`src/rtl/sorun_denetleyici_if.sv`:
```
// Decode/writeback <-> hazard controller bundle. The decode/writeback side uses the
// master modport; the controller uses the slave modport.
interface sorun_denetleyici_if #(
  parameter int SAYAC_BIT = 32
);
  logic                 coz_gecerli_i;
  logic [4:0]           rs1_adres_i;
  logic                 rs1_kullan_i;
  logic [4:0]           rs2_adres_i;
  logic                 rs2_kullan_i;
  logic [4:0]           rd_adres_i;
  logic                 rd_yaz_i;
  logic                 uzun_gecikme_i;
  logic                 temizle_i;
  logic                 gy_gecerli_i;
  logic [4:0]           gy_adres_i;

  logic                 yurut_gecerli_o;
  logic                 durdur_o;
  logic                 bolucu_basla_o;
  logic                 bolucu_mesgul_o;
  logic                 bolucu_bitti_o;
  logic [SAYAC_BIT-1:0] durma_sayaci_o;

  modport master (
    output coz_gecerli_i, rs1_adres_i, rs1_kullan_i, rs2_adres_i, rs2_kullan_i,
           rd_adres_i, rd_yaz_i, uzun_gecikme_i, temizle_i, gy_gecerli_i, gy_adres_i,
    input  yurut_gecerli_o, durdur_o, bolucu_basla_o, bolucu_mesgul_o,
           bolucu_bitti_o, durma_sayaci_o
  );

  modport slave (
    input  coz_gecerli_i, rs1_adres_i, rs1_kullan_i, rs2_adres_i, rs2_kullan_i,
           rd_adres_i, rd_yaz_i, uzun_gecikme_i, temizle_i, gy_gecerli_i, gy_adres_i,
    output yurut_gecerli_o, durdur_o, bolucu_basla_o, bolucu_mesgul_o,
           bolucu_bitti_o, durma_sayaci_o
  );
endinterface

```
`src/rtl/sorun_denetleyici.sv`:
```
// Issue/hazard controller: register scoreboard, shared-divider busy FSM, stall counter.
// Optional macro ILERI_YONLENDIRME_EN: registers retiring this cycle are not hazards.
module sorun_denetleyici #(
  parameter int BOLME_GECIKME = 34,
  parameter int SAYAC_BIT     = 32
) (
  input  logic                  clk_i,
  input  logic                  rst_i,
  sorun_denetleyici_if.slave    bus
);

  localparam int SG_BIT = (BOLME_GECIKME > 2) ? $clog2(BOLME_GECIKME - 1) : 1;
  localparam logic [SG_BIT-1:0] SAYAC_YUKLE = SG_BIT'(BOLME_GECIKME - 2);

  typedef enum logic [1:0] {
    BOSTA,
    MESGUL,
    BITTI
  } durum_e;

  logic [31:0]          bekleyen_q, bekleyen_d;
  durum_e               durum_q, durum_d;
  logic [SG_BIT-1:0]    sayac_q, sayac_d;
  logic                 mesgul_q, bitti_q;
  logic [SAYAC_BIT-1:0] durma_sayaci_q, durma_sayaci_d;

  logic [31:0] gy_maske;
  logic [31:0] etkin_bekleyen;
  logic        tehlike;
  logic        yurut;
  logic        durdur;
  logic        basla;

  // NOTE: every always_comb target gets a default first so no latch is inferred.
  always_comb begin
    gy_maske = '0;
    if (bus.gy_gecerli_i) gy_maske[bus.gy_adres_i] = 1'b1;
    gy_maske[0] = 1'b0;
  end

`ifdef ILERI_YONLENDIRME_EN
  assign etkin_bekleyen = bekleyen_q & ~gy_maske;
`else
  assign etkin_bekleyen = bekleyen_q;
`endif

  // Bit 0 of the scoreboard is never set, so x0 can never raise a hazard.
  always_comb begin
    tehlike = 1'b0;
    if (bus.rs1_kullan_i && etkin_bekleyen[bus.rs1_adres_i]) tehlike = 1'b1;
    if (bus.rs2_kullan_i && etkin_bekleyen[bus.rs2_adres_i]) tehlike = 1'b1;
    if (bus.rd_yaz_i     && etkin_bekleyen[bus.rd_adres_i])  tehlike = 1'b1;
    if (bus.uzun_gecikme_i && (durum_q != BOSTA))            tehlike = 1'b1;
  end

  assign yurut  = bus.coz_gecerli_i & ~tehlike & ~bus.temizle_i & ~rst_i;
  assign durdur = bus.coz_gecerli_i &  tehlike & ~bus.temizle_i & ~rst_i;
  assign basla  = yurut & bus.uzun_gecikme_i;

  // Clear before set: a writer issued the same cycle its rd retires stays pending.
  always_comb begin
    bekleyen_d = bekleyen_q & ~gy_maske;
    if (yurut && bus.rd_yaz_i) bekleyen_d[bus.rd_adres_i] = 1'b1;
    bekleyen_d[0] = 1'b0;
  end

  always_comb begin
    durum_d = durum_q;
    sayac_d = sayac_q;
    unique case (durum_q)
      BOSTA: begin
        if (basla) begin
          durum_d = MESGUL;
          sayac_d = SAYAC_YUKLE;
        end
      end
      MESGUL: begin
        if (sayac_q == '0) durum_d = BITTI;
        else               sayac_d = sayac_q - 1'b1;
      end
      BITTI:   durum_d = BOSTA;
      default: durum_d = BOSTA;
    endcase
  end

  always_comb begin
    durma_sayaci_d = durma_sayaci_q;
    if (durdur && !(&durma_sayaci_q)) durma_sayaci_d = durma_sayaci_q + 1'b1;
  end

  // NOTE: sequential state uses non-blocking assignments only, so every flop
  // samples the pre-edge values regardless of block ordering.
  always_ff @(posedge clk_i) begin
    if (rst_i) begin
      bekleyen_q     <= '0;
      durma_sayaci_q <= '0;
    end else begin
      bekleyen_q     <= bekleyen_d;
      durma_sayaci_q <= durma_sayaci_d;
    end
  end

  // Divider FSM with its status outputs registered alongside the state.
  always_ff @(posedge clk_i) begin
    if (rst_i) begin
      durum_q  <= BOSTA;
      sayac_q  <= '0;
      mesgul_q <= 1'b0;
      bitti_q  <= 1'b0;
    end else begin
      durum_q  <= durum_d;
      sayac_q  <= sayac_d;
      mesgul_q <= (durum_d != BOSTA);
      bitti_q  <= (durum_d == BITTI);
    end
  end

  // Registered flags are masked so all 1-bit outputs read low throughout reset.
  assign bus.yurut_gecerli_o = yurut;
  assign bus.durdur_o        = durdur;
  assign bus.bolucu_basla_o  = basla;
  assign bus.bolucu_mesgul_o = mesgul_q & ~rst_i;
  assign bus.bolucu_bitti_o  = bitti_q  & ~rst_i;
  assign bus.durma_sayaci_o  = durma_sayaci_q;

endmodule
```
`src/flat_wrapper.sv`:
```
// flat-port wrapper written by rule: the top's interface ports become plain ports
module sorun_denetleyici_flat 
#(
  parameter int BOLME_GECIKME = 34,
  parameter int SAYAC_BIT     = 32
)
  (clk_i, rst_i, bus_coz_gecerli_i, bus_rs1_adres_i, bus_rs1_kullan_i, bus_rs2_adres_i, bus_rs2_kullan_i, bus_rd_adres_i, bus_rd_yaz_i, bus_uzun_gecikme_i, bus_temizle_i, bus_gy_gecerli_i, bus_gy_adres_i, bus_yurut_gecerli_o, bus_durdur_o, bus_bolucu_basla_o, bus_bolucu_mesgul_o, bus_bolucu_bitti_o, bus_durma_sayaci_o);
  sorun_denetleyici_if #(.SAYAC_BIT(SAYAC_BIT)) bus_i ();
  input  logic clk_i;
  input  logic rst_i;
  input wire logic [$bits(bus_i.coz_gecerli_i)-1:0] bus_coz_gecerli_i;
  input wire logic [$bits(bus_i.rs1_adres_i)-1:0] bus_rs1_adres_i;
  input wire logic [$bits(bus_i.rs1_kullan_i)-1:0] bus_rs1_kullan_i;
  input wire logic [$bits(bus_i.rs2_adres_i)-1:0] bus_rs2_adres_i;
  input wire logic [$bits(bus_i.rs2_kullan_i)-1:0] bus_rs2_kullan_i;
  input wire logic [$bits(bus_i.rd_adres_i)-1:0] bus_rd_adres_i;
  input wire logic [$bits(bus_i.rd_yaz_i)-1:0] bus_rd_yaz_i;
  input wire logic [$bits(bus_i.uzun_gecikme_i)-1:0] bus_uzun_gecikme_i;
  input wire logic [$bits(bus_i.temizle_i)-1:0] bus_temizle_i;
  input wire logic [$bits(bus_i.gy_gecerli_i)-1:0] bus_gy_gecerli_i;
  input wire logic [$bits(bus_i.gy_adres_i)-1:0] bus_gy_adres_i;
  output wire logic [$bits(bus_i.yurut_gecerli_o)-1:0] bus_yurut_gecerli_o;
  output wire logic [$bits(bus_i.durdur_o)-1:0] bus_durdur_o;
  output wire logic [$bits(bus_i.bolucu_basla_o)-1:0] bus_bolucu_basla_o;
  output wire logic [$bits(bus_i.bolucu_mesgul_o)-1:0] bus_bolucu_mesgul_o;
  output wire logic [$bits(bus_i.bolucu_bitti_o)-1:0] bus_bolucu_bitti_o;
  output wire logic [$bits(bus_i.durma_sayaci_o)-1:0] bus_durma_sayaci_o;
  assign bus_i.coz_gecerli_i = bus_coz_gecerli_i;
  assign bus_i.rs1_adres_i = bus_rs1_adres_i;
  assign bus_i.rs1_kullan_i = bus_rs1_kullan_i;
  assign bus_i.rs2_adres_i = bus_rs2_adres_i;
  assign bus_i.rs2_kullan_i = bus_rs2_kullan_i;
  assign bus_i.rd_adres_i = bus_rd_adres_i;
  assign bus_i.rd_yaz_i = bus_rd_yaz_i;
  assign bus_i.uzun_gecikme_i = bus_uzun_gecikme_i;
  assign bus_i.temizle_i = bus_temizle_i;
  assign bus_i.gy_gecerli_i = bus_gy_gecerli_i;
  assign bus_i.gy_adres_i = bus_gy_adres_i;
  assign bus_yurut_gecerli_o = bus_i.yurut_gecerli_o;
  assign bus_durdur_o = bus_i.durdur_o;
  assign bus_bolucu_basla_o = bus_i.bolucu_basla_o;
  assign bus_bolucu_mesgul_o = bus_i.bolucu_mesgul_o;
  assign bus_bolucu_bitti_o = bus_i.bolucu_bitti_o;
  assign bus_durma_sayaci_o = bus_i.durma_sayaci_o;
  sorun_denetleyici #(.BOLME_GECIKME(BOLME_GECIKME), .SAYAC_BIT(SAYAC_BIT)) u_core (.clk_i(clk_i), .rst_i(rst_i), .bus(bus_i));
endmodule
```
`config.mk`:
```
export PLATFORM = sky130hd
export DESIGN_NAME = sorun_denetleyici_flat
export DESIGN_NICKNAME = d
export VERILOG_FILES = /design/src/rtl/sorun_denetleyici_if.sv /design/src/rtl/sorun_denetleyici.sv /design/src/flat_wrapper.sv
export SDC_FILE = /design/constraint.sdc
export NUM_CORES = 1
export LEC_CHECK = 0
export ABC_CLOCK_PERIOD_IN_PS = 7400
export CAP_MARGIN = 20
export CORE_MARGIN = 4
export CORE_UTILIZATION = 55
export DETAILED_ROUTE_END_ITERATION = 6
export PLACE_DENSITY = 0.79
export SYNTH_ARGS = -nofsm -noshare
export SYNTH_HDL_FRONTEND = slang
export SYNTH_SLANG_ARGS = --single-unit
```
`constraint.sdc`:
```
create_clock -name clk_i -period 7.4 [get_ports clk_i]
set_input_delay 1.11 -clock clk_i [delete_from_list [all_inputs] [get_ports clk_i]]
set_output_delay 1.11 -clock clk_i [all_outputs]
set_load 0.05 [all_outputs]
```
======== Word-level counts from Yosys, hierarchy flattened ========
Index checks and enable logic that the tools add are counted.
operators by class
  $lt $le $gt $ge ......................... 6
  div/mod/pow operators ................... 0
  add/subtract/negate cells ............... 2
  multiply operators ...................... 0
  equal/unequal tests ..................... 4
  multiplexer cells ....................... 22
  bitwise gates (word level) .............. 15
  shift operators ......................... 0
  reductions and logical operators ........ 16
operators by type and width
  cell                   number
  $mux 32                2
  $add 32x1->32 const B  1
  $and 32x32->32         1
  $not 32->32            1
  $or 32x32->32          1
  $reduce_and 32->1      1
  $lt 5x6->1 const B     4
  $bmux 1 s5             3
  $mux 6                 2
  $pmux 6 s2             1
  $demux 1 s5            2
  $ge 5x1->1 const B     2
  $and 1x1->1            9
  $mux 1                 9
  $logic_and 1x1->1      8
  $logic_not 6->1        1
  $reduce_bool 2->1      3
  $sub 6x1->6 const B    1
  $mux 2                 2
  $ne 2x2->1 const B     2
  $pmux 2 s2             1
  $not 1->1              3
  $reduce_and 3->1       1
  $eq 2x1->1 const B     1
  other kinds (3)        3
word-level totals
  bits in registers ....................... 74
  memories kept ........................... 0
  bits in read-only memories .............. 0
  bits in writable memories ............... 0
  word-level logic and storage cells ...... 72
  latch bits .............................. 0

======== Logic depth before layout (Yosys ltp) ========
Gate-level depths: netlist of the first run.
  depth in word-level cells ............... 15
  mapped depth ............................ 11

======== Worst setup path before layout of the first run ========
Ideal clock, no wire load.
  kind .................................... input-to-output
  from .................................... in bus_rs1_adres_i[1]
  to ...................................... out bus_durdur_o
  stages on the path ...................... 8
  arrival ................................. 3.154 ns
  path buffers ............................ 2
  path slack .............................. 3.136 ns
  path through ............................ buf_6 -> mux4_2 -> mux4_2 -> o22ai_1 -> o22ai_2 -> o21ai_4 -> buf_2 -> inv_1
on the way
  cells in the longest elaborated chain, start to end .. 10
ends and longest elaborated chain
  element                       line                     text
  start: declaration            flat_wrapper.sv:12       input wire logic [$bits(bus_i.rs1_adres_i)-1:0] bus_rs1_adres_i;
  $bmux 1 s5                    sorun_denetleyici.sv:50  if (bus.rs1_kullan_i && etkin_bekleyen[bus.rs1_adres_i]) tehlike = 1'b1;
  $mux 1 (implied by the code)  sorun_denetleyici.sv:50
  $logic_and 1x1->1             sorun_denetleyici.sv:50
  $mux 1                        sorun_denetleyici.sv:50
  $mux 1                        sorun_denetleyici.sv:51  if (bus.rs2_kullan_i && etkin_bekleyen[bus.rs2_adres_i]) tehlike = 1'b1;
  $mux 1                        sorun_denetleyici.sv:52  if (bus.rd_yaz_i && etkin_bekleyen[bus.rd_adres_i]) tehlike = 1'b1;
  $mux 1                        sorun_denetleyici.sv:53  if (bus.uzun_gecikme_i && (durum_q != BOSTA)) tehlike = 1'b1;
  $and 1x1->1 (3 in a row)      sorun_denetleyici.sv:57  assign durdur = bus.coz_gecerli_i & tehlike & ~bus.temizle_i & ~rst_i;
  end: declaration              flat_wrapper.sv:23       output wire logic [$bits(bus_i.durdur_o)-1:0] bus_durdur_o;
Every way passes these cells. The select of a mux whose other input is x is not followed.

======== Worst setup path in the final report of the first run ========
  from .................................... in bus_rd_adres_i[1]
  to ...................................... out bus_durdur_o
on the way
  cells in the longest elaborated chain, start to end .. 8
ends and longest elaborated chain
  element                       line                     text
  start: declaration            flat_wrapper.sv:16       input wire logic [$bits(bus_i.rd_adres_i)-1:0] bus_rd_adres_i;
  $bmux 1 s5                    sorun_denetleyici.sv:52
  $mux 1 (implied by the code)  sorun_denetleyici.sv:52
  $logic_and 1x1->1             sorun_denetleyici.sv:52
  $mux 1                        sorun_denetleyici.sv:52
  $mux 1                        sorun_denetleyici.sv:53
  $and 1x1->1 (3 in a row)      sorun_denetleyici.sv:57
Every way passes these cells. The select of a mux whose other input is x is not followed.

==> qor.txt, run 1 <==
1st-pass router iterations - 5
# IOs - 66
Core area - 7690 um2
Gpl congestion - 0.890
CP max stage delay - 1.09 ns
Vias - 4025
Ys async rst share - 0
Worst Setup Start Kind - input pin
Full die area - 9360 um2
Crit end category - output pin
Synth Instances - 493
Clk buf depth - 2
HPWL Detailed - 8520 um
Share of layout cells above drive strength 1 - 0.109
Max rail drop VDD - 0.000120 V
Syn_area_per_cell - 8.79 um2
Post-DRT Antenna Nets - 0
Setup-failing EPs final - 0
Req. time, crit path - 6.29 ns
Crit path max-delay family - buffers and inverters
Die height - 96.8 um
Crit Path Max Fanout - 24
Pwr per Cell Area - 156 nW/um2
Sequential area share after synthesis - 0.337
Final hold vios - 0
Critical path class - input pin to output pin
Global-route usage over all layers - 0.251
Hold crit path type - flip-flop to flip-flop
Post-synth EDFFs - 0
Diodes inserted - 0
Status - complete, no violations
Clock slew at reported path FFs - 0.07 ns
Grt total ovfl - 0
Tmin final - 6.00 ns
Max transition margin - 0.306
Slowest-stage cell, CP - clkdlybuf4s50_1
Worst-path cell chain - clkdlybuf4s50_1 -> mux2_2 -> and3_1 -> nor4_1 -> a41oi_4 -> o21ai_4 -> inv_1 -> clkdlybuf4s50_1
Worst setup margin - 1.40 ns
Synthesis warning total - 0
Nets - 578
Clock Latency Late Sink - 0.35 ns
Final Skew - 0.0139 ns
Yosys cell types - 57
Area grow syn2layout - 20.1%
Top FF cell, synth - dfxtp_1
Root Driver - clkbuf_8
DRC - 0
Post-CTS setup buffers - 0
Avg WL per Cell - 18.1 um
CTS buffer count - 9
CTS resizes - 0
Min Hold Slack - 0.493 ns
CP Buf/Inv Count - 3
Reg area - 1460 um2
Max Cap Viol - 0
DIE WIDTH - 96.8 um
Crit path DAT - 4.89 ns
Multi-input gate area - 2700 um2
Critical Path Most Common Cell - clkdlybuf4s50_1
First-pass GRT wire length - 19400 um
Post-Place Worst Slack - 1.46 ns
PortBufs - 65
# clock sinks - 73
Initial DRC count - 360
Leakage - 1.72 nW
Setup TNS - 0 ns
H-tree depth - 3
Fmax - 0.167 GHz
Worst-Margin Slew - 1.04 ns
Fill count - 625
Final Slew Violations - 0
Initial antenna violation count - 0
Final Routed Wirelength - 11800 um
Initial core utilization - 0.564
Final Cycle Share - 0.811
RSZ-0062 raised after global routing - false
Largest net degree at the start of global routing - 85
Seq cells post-synth - 73
CTS hold repair buffers - 0
Synth Net Count - 525
Mapped cell area - 4330 um2
Site row count - 32
Routed vias/inst - 6.16
Vias in the first global route - 3924
TritonCTS clock tree - done
worst paths after layout:
path | startpoint | endpoint | slack, ns | cells past startpoint
worst min register to register | u_core.sayac_q[5] | u_core.sayac_q[5] | 0.49 | 2
worst max-delay path | bus_rd_adres_i[1] | bus_durdur_o | 1.40 | 8
worst max register to register | u_core.bus.durma_sayaci_o[3] | u_core.bus.durma_sayaci_o[27] | 4.01 | 8
worst min-delay path | u_core.sayac_q[5] | u_core.sayac_q[5] | 0.49 | 2
stage by stage:
step	utilization	instance area [um2]	instances	total power, mW
6_report	0.677	5210	653	0.811
5_1_grt	0.677	5210	653	0.839
4_1_cts	0.677	5210	653	0.815
3_5_place_dp	0.650	4990	637	0.479
2_1_floorplan	-	4330	493	0.452
3_3_place_gp	0.650	4990	637	0.477
cells by family (layout without fill, tap and decap cells):
kind of cell,count (synthesis),in the layout,share of synthesized area
fa+ha+maj,3,3,0.00866
mux,40,40,0.147
flops,73,73,0.337
simple gates,234,234,0.307
compound gates,86,86,0.122
buf+inv,38,96,0.0398
xor+xnor,19,19,0.0384
placed cells by master, fill, tap and decap left out, types with 8 or more instances in the layout:
master / count
nor2_1: 44
a21oi_1: 13
mux4_2: 18
nor2b_1: 29
or3_1: 8
inv_1: 14
nand2_1: 37
clkbuf_8: 9
o21ai_0: 41
dfxtp_1: 73
nor3_1: 21
o21ai_1: 10
xnor2_1: 19
nand3b_1: 24
nand4_1: 8
clkdlybuf4s50_1: 64
mux2i_1: 14
nand3_1: 17
Yosys cell counts (all sizes together), types with 7 or more instances:
cell type  number  area, um2
dfxtp          73       1460
o21ai          52        272
nor2           45        176
nand2          37        139
nor2b          29        181
nand3b         24        180
nor3           24        141
nand3          19        105
xnor2          19        166
mux4           18        405
clkbuf         16       60.1
inv            14       52.6
mux2i          14        140
a21oi          13       65.1
nand4           9       62.6
buf             8       60.1
mux2            8       90.1
or3             8       50.1
and3            7       43.8
nor3b           7       52.6
layer usage:
metal,part of all wire,GRT usage,vias to the layer above
met5,0,0,-
met4,0.037,0.120,0
met3,0.070,0.0541,44
met2,0.47,0.390,181
met1,0.43,0.332,1912
li1,-,-,1888
cell type report:
cell class / instances / share of cell area
Multi-Input combinational cell: 382 / 0.519
Sequential cell: 73 / 0.281
Timing Repair Buffer: 66 / 0.125
Clock buffer: 11 / 0.0252
Tap cell: 102 / 0.0245
Clock inverter: 5 / 0.0154
Inverter: 14 / 0.0101
state kept, by name (all words and copies together) (netlist names):
signal / cells
u_core.durum_q: 2
u_core.bus.durma_sayaci_o: 32
u_core.bekleyen_q: 31
u_core.mesgul_q: 1
u_core.bitti_q: 1
u_core.sayac_q: 6
worst min-delay path: stages, from the launching register on:
cell	delay [ns]
dfxtp_1	0.33
inv_1	0.07
a21oi_1	0.06
where the power goes:
part	switching, mW	total (mW)	internal, mW
clock network	0.151	0.340	0.190
registers	0.00106	0.395	0.394
logic	0.0441	0.0765	0.0324
total	0.196	0.811	0.616
Note: power is estimated with default switching activity, not from simulation.
==> inputs of run 2 (changes only) <==
ABC_CLOCK_PERIOD_IN_PS = 6300   (was 7400)
clock period = 6.3 ns   (was 7.4 ns; I/O delays follow)
==> qor.txt, run 2 (synthesis results as in run 1) <==
Status - complete, no violations
Final Cycle Share - 0.853
Fmax - 0.186 GHz
Most common cell after layout, fill and taps aside - dfxtp_1
WHS Endpoint - u_core.sayac_q[4]
Largest register FFs - 32
Avg WL per Cell - 17.9 um
Req. time, crit path - 5.35 ns
Critical path class - input pin to output pin
Initial core utilization - 0.564
Max transition margin - 0.484
CTS buffer count - 9
Clock slew at reported path FFs - 0.07 ns
# clock sinks - 73
Nets - 581
Vias in the first global route - 4015
CTS hold repair buffers - 0
Hold crit path type - flip-flop to flip-flop
R2R Setup Slk - 3.35 ns
Gpl congestion - 0.949
Post-CTS setup buffers - 0
Core area - 7690 um2
Initial DRC count - 286
Worst hold start - u_core.sayac_q[4]
Grt total ovfl - 0
Post-DRT Antenna Nets - 0
PortBufs - 65
Worst Setup Start Kind - input pin
CTS resizes - 0
H-tree depth - 3
# IOs - 66
Setup-failing EPs final - 0
Site row count - 32
TritonCTS clock tree - done
Dpl cells - 640
Full die area - 9360 um2
Vias - 4023
Max rail drop VDD - 0.000119 V
Clk buf depth - 2
Commonest cells after routing, fill and taps aside - 73 x dfxtp_1, 64 x clkdlybuf4s50_1, 44 x nor2_1
Initial antenna violation count - 0
Max Cap Viol - 0
HPWL Detailed - 8530 um
Clock Latency Late Sink - 0.35 ns
Worst-Margin Slew - 0.774 ns
Share of layout cells above drive strength 1 - 0.116
Area grow syn2layout - 21.3%
Worst r2r path cells - 9
Reg2reg end - u_core.bus.durma_sayaci_o[12]
RSZ-0062 raised after global routing - false
Reg area - 1460 um2
Final hold vios - 0
WHS Path Cells - 2
DIE WIDTH - 96.8 um
Final Routed Wirelength - 11700 um
1st-pass router iterations - 5
Crit Path Max Fanout - 9
Leakage - 1.75 nW
Die height - 96.8 um
Fin cells - 655
Routed vias/inst - 6.14
Crit end category - output pin
R2R Path Start - u_core.bekleyen_q[7]
First-pass GRT wire length - 19900 um
DRC - 0
Pwr per Cell Area - 191 nW/um2
Largest net degree at the start of global routing - 84
Root Driver - clkbuf_8
Diodes inserted - 0
Tmin final - 5.37 ns
Multi-input gate area - 2700 um2
Fill count - 645
Final Skew - 0.0149 ns
Final Slew Violations - 0
Setup TNS - 0 ns
Global-route usage over all layers - 0.256
Total power - 1.00 mW
Crit path DAT - 4.43 ns
==> run 2: layout make-up <==
cell class | instances | area share
Timing Repair Buffer | 69 | 0.128
Tap cell | 102 | 0.0243
Inverter | 14 | 0.00999
Clock inverter | 5 | 0.0197
Clock buffer | 10 | 0.0262
Sequential cell | 73 | 0.278
Multi-Input combinational cell | 382 | 0.513
==> run 2: worst max path at each step <==
| stage | startpoint | cells after the start | slack (ns) | endpoint |
|---|---|---|---|---|
| 2_1_floorplan | bus_rs1_adres_i[1] | 8 | 2.37 | bus_durdur_o |
| 3_3_place_gp | bus_rs1_adres_i[1] | 8 | 1.0 | bus_yurut_gecerli_o |
| 3_5_place_dp | bus_rs2_adres_i[1] | 8 | 0.93 | bus_yurut_gecerli_o |
| 4_1_cts | bus_rs2_adres_i[1] | 8 | 0.91 | bus_yurut_gecerli_o |
| 5_1_grt | bus_rs2_adres_i[1] | 8 | 0.77 | bus_yurut_gecerli_o |
| 6_report | bus_rs2_adres_i[1] | 8 | 0.93 | bus_yurut_gecerli_o |
==> run 2: layer usage <==
metal  track usage  share of wire  vias to the layer above
met5             0              0                        -
met4        0.0767          0.021                        0
met3        0.0598          0.065                       24
met2         0.421           0.49                      174
met1         0.335           0.43                     1929
li1              -              -                     1896
==> run 2: through the flow <==
step	utilization	hold WS (ns)	area, um2	setup slack, ns
final	0.684	0.478	5260	0.927
after floorplan	-	0.444	4330	2.37
after global placement	0.653	0.458	5020	0.998
after global routing	0.684	0.523	5260	0.768
after detailed placement	0.653	0.468	5020	0.926
after CTS	0.684	0.479	5260	0.913
==> run 2: where the power goes <==
part           switching [mW]  leakage (nW)  internal, mW
combinational          0.0521          1.04        0.0385
clock                   0.177         0.122         0.272
sequential            0.00117         0.588         0.462
==> run 2: worst max-delay path: stages <==
cell and delay (ns):
clkdlybuf4s50_1 0.81, mux4_2 0.58, mux4_2 0.48, o22ai_1 0.19, o22ai_2 0.14, nor2_4 0.14, and2_1 0.26, clkdlybuf4s50_1 0.87
==> RTL change 1 (settings of run 2) <==
The 3 values of `durum_e` get a one-hot encoding in 3 bits.
--- a/src/rtl/sorun_denetleyici.sv
+++ b/src/rtl/sorun_denetleyici.sv
@@ -14,6 +14,6 @@
 
-  typedef enum logic [1:0] {
-    BOSTA,
-    MESGUL,
-    BITTI
+  typedef enum logic [2:0] {
+    BOSTA  = 3'b001,
+    MESGUL = 3'b010,
+    BITTI  = 3'b100
   } durum_e;
Check against the original RTL: no difference found for any inputs over 4 cycles, from zero or initial values and one cycle with rst_i high; so few cycles prove little.
==> RTL change 1 against run 2 <==
  * Total power shrank 8.9%
  * Setup slack worse by 0.0043 ns
  * Largest power group unchanged
  * Sequential cell count is 1 higher
  * Area after synthesis grew 4.8%
  * Worst hold slack gained 0.012 ns
  * Clock power decreased by 23%
  * Routed wire length is 5.1% higher
  * Highest routed layer unchanged
  * Cell area up 1.6%
==> RTL change 1: results <==
metrics = {
    "global_route": {
        "grtUsageMet1": 0.3678,
        "grt_use_met3": 0.04883,
        "grt_pass1_vias": 3974,
        "grt_max_degree": 87,
        "grt_pass1_wl_um": 20130,
        "grtUsageTotal": 0.2520,
    },
    "synth": {
        "synthTopCellsByCount": "dfxtp_1 (74), nand2_1 (49), o21ai_0 (39)",
        "ys_seq_area_frac": 0.3263,
        "yosysUniqueCellTypes": 62,
        "syn_area_per_cell_um2": 8.503,
        "ys_ff_latch": 74,
    },
    "place": {
        "place_congestion": 0.9459,
        "dp.final_hpwl_um": 8930,
        "dp_slack_ns": 0.9262,
        "dp_cells": 676,
    },
    "setup_path": {
        "r2r-start": "u_core.bus.durma_sayaci_o[0]",
        "startpoint": "bus_rd_adres_i[0]",
        "endpoint": "bus_bolucu_basla_o",
        "rr_worst_depth": 7,
        "rr_endpoint": "u_core.bus.durma_sayaci_o[5]",
        "crit_fanout": 12,
    },
    "power_and_ir_drop": {
        "p_seq_mw": 0.470,
        "pg_clk_mw": 0.345,
        "power_leakage_nw": 1.740,
        "power.internal_mw": 0.6857,
        "ir_worst_vdd_mv": 0.1154,
    },
    "layout": {
        "num-fill-cells": 639,
        "clk_share": 0.03233,
        "layout-drive-gt1-share": 0.09524,
        "multi_input_area_share": 0.5343,
        "seq_area_frac": 0.2773,
        "final_nets": 616,
        "area_growth_pct": 17.64,
    },
    "drt": {
        "wl_met3_um": 1000,
        "wl_um": 12350,
        "routed-wl-met2_um": 5557,
        "wl_met1_um": 5658,
        "drt-initial-drc-count": 433,
        "wl_per_cell_um": 17.89,
    },
    "worst_hold_path": {
        "hold_start": "u_core.bus.durma_sayaci_o[15]",
    },
    "outcome": {
        "status": "finished, final reports clean",
    },
    "sta": {
        "max_freq_mhz": 186.0,
        "fin_worst_skew_ns": 0.01115,
        "slew_headroom": 0.4673,
        "whs_ns": 0.4895,
    },
}
[RTL change 1: cell count changes in the layout (fill, tap and decap cells not counted), sizes merged, moves of 6 or more]
cell	change
o21ai	+11
mux2i	+6
nand2	+12
o31ai	+8
or4	+7
nor3	-11
mux4	-7
nor2	-17
a21oi	+17
xnor2	-16
[RTL change 1: cell families (layout without fill, tap and decap cells)]
group | Yosys count | after routing | synth area share
xor gates and xnor gates | 4 | 4 | 0.007717
and+or+nand+nor | 238 | 238 | 0.3006
muxes | 42 | 42 | 0.1276
adders and majority gates | 2 | 2 | 0.005510
buffers and inverters | 39 | 93 | 0.04519
DFF | 74 | 74 | 0.3263
AOI/OAI and AO/OA | 135 | 135 | 0.1871
[RTL change 1: worst max-delay path, cell delays in order]
cell             delay (ns)
clkdlybuf4s50_1        0.82
mux4_2                 0.56
nand2b_1               0.15
a41o_1                 0.27
o31ai_2                0.45
nand3_2                0.29
inv_1                  0.11
clkdlybuf4s50_1        0.82
==> RTL change 2 (settings of run 2) <==
Without the edit above. The option `ILERI_YONLENDIRME_EN` is turned on by a define.
--- a/src/rtl/sorun_denetleyici.sv
+++ b/src/rtl/sorun_denetleyici.sv
@@ -2,2 +2,4 @@
 // Optional macro ILERI_YONLENDIRME_EN: registers retiring this cycle are not hazards.
+`define ILERI_YONLENDIRME_EN
+
 module sorun_denetleyici #(
Function: changed (a bounded check fails within 4 cycles, from zero or initial values and one cycle with rst_i high).
==> RTL change 2 against run 2 <==
  * Critical path depth up 2
  * Area after synthesis increased by 15%
  * Routed wire length grew 39%
  * Cell area up 9.0%
  * Clock skew increased by 0.0019 ns
  * Global-route usage grew 5.4 points
  * Total power shrank 6.1%
  * Setup slack got worse by 0.57 ns
  * Sequential cell count did not move
  * Critical endpoint is now bus_durdur_o
==> RTL change 2: results <==
metrics = {
    "layout": {
        "num-fill-cells": 756,
        "final_nets": 682,
        "layout-drive-gt1-share": 0.09771,
    },
    "synth": {
        "synth_area_leaders": "dfxtp_1 (29%), o21ai_0 (3.7%), mux2_2 (3.6%)",
        "synth-xor-area-share": 0.02291,
        "synthAdderAreaFrac": 0.007553,
        "yosysUniqueCellTypes": 75,
        "synthesis.nets": 648,
        "ys_seq_area_frac": 0.2941,
        "synthTopCellsByCount": "dfxtp_1 (73), nand2_1 (45), nor2_1 (38)",
        "synth_mux_area_frac": 0.06848,
        "synth_compound_area_frac": 0.2535,
        "async_flop_share": 0,
    },
    "place": {
        "place_area_um2": 5563,
        "dp_slack_ns": 0.4736,
        "dp.final_hpwl_um": 11950,
        "place_congestion": 1.025,
    },
    "setup_path": {
        "r2r-start": "u_core.bekleyen_q[13]",
        "cp_slowest_cell": "clkdlybuf4s50_1",
        "rr_endpoint": "u_core.bekleyen_q[10]",
        "crit_arrival_ns": 5.00,
        "rr_worst_depth": 9,
        "slowest_delay_ns": 0.84,
        "crit_fanout": 15,
        "r2r_slack_ns": 2.90,
    },
    "drt": {
        "drt-initial-drc-count": 479,
        "drtPass1Iterations": 6,
        "vias": 5263,
        "wl_um": 16380,
    },
    "outcome": {
        "status": "finished, final reports clean",
    },
    "global_route": {
        "grt_max_degree": 42,
        "grtUsageTotal": 0.3104,
        "grt_pass1_vias": 4729,
        "grt_pass1_wl_um": 25470,
    },
    "power_and_ir_drop": {
        "power_leakage_nw": 1.801,
        "ir_worst_vdd_mv": 0.1117,
    },
    "worst_hold_path": {
        "hold_start": "u_core.bus.durma_sayaci_o[5]",
        "holdPathEnd": "u_core.bus.durma_sayaci_o[5]",
    },
    "sta": {
        "fin_worst_skew_ns": 0.01674,
        "tightest_slew_ns": 0.8961,
    },
    "clocking": {
        "cts_setup_buffers": 0,
    },
}
RTL change 2: changes by cell type after synthesis, sizes merged, moves of 12 or more:
cell    change
mux4       -18
o22ai      +18
buf        +17
nand3b     -17
a21oi      +14
nor2b      -14
clkbuf     +12
xnor2      -12
RTL change 2: logic make-up after synthesis:
kind of cell    count (synthesis)
simple gates                  253
buf+inv                        64
flops                          73
xor+xnor                       13
fa+ha+maj                       3
mux                            32
compound gates                178
RTL change 2: report_power, final:
group	switching [mW]	leakage (nW)	internal, mW
combinational	0.0932	1.13	0.0479
sequential	0.00114	0.588	0.462
clock	0.193	0.0827	0.144
RTL change 2: final cells by class:
cell class / instances / area, µm² / share of cell area
clock buffers: 10 / 127.6 / 0.02226
clock inverters: 6 / 42.54 / 0.007420
inverters: 11 / 41.29 / 0.007202
multi-input cells: 479 / 3197 / 0.5576
flip-flops and latches: 73 / 1461 / 0.2549
well taps: 108 / 135.1 / 0.02357
repair buffers: 76 / 728.2 / 0.1270
RTL change 2: worst max path at each step:
stage,startpoint,endpoint,slack (ns),cells past startpoint
2_1_floorplan,bus_gy_adres_i[3],bus_yurut_gecerli_o,1.70,8
3_3_place_gp,bus_gy_adres_i[1],bus_durdur_o,0.59,10
3_5_place_dp,bus_gy_adres_i[1],bus_durdur_o,0.47,10
4_1_cts,bus_gy_adres_i[1],bus_durdur_o,0.44,10
5_1_grt,bus_gy_adres_i[1],bus_durdur_o,0.12,10
6_report,bus_gy_adres_i[1],bus_durdur_o,0.35,10
RTL change 2: routing by layer:
metal	wire [µm]	track usage
met1	7147	0.4583
met2	6957	0.4341
met3	1933	0.09066
met4	346	0.08765
met5	0	0.01923
RTL change 2: through the flow:
stage,hold slack (ns),cells
after global placement,0.4647,747
after floorplan,0.4530,616
after global routing,0.5295,763
final,0.5044,763
after CTS,0.4973,763
after detailed placement,0.4843,747
RTL change 2: worst min-delay path, delay by kind of cell (launching register included):
family          cells  cell delay (ns)
compound gates      2             0.13
flops               1             0.33
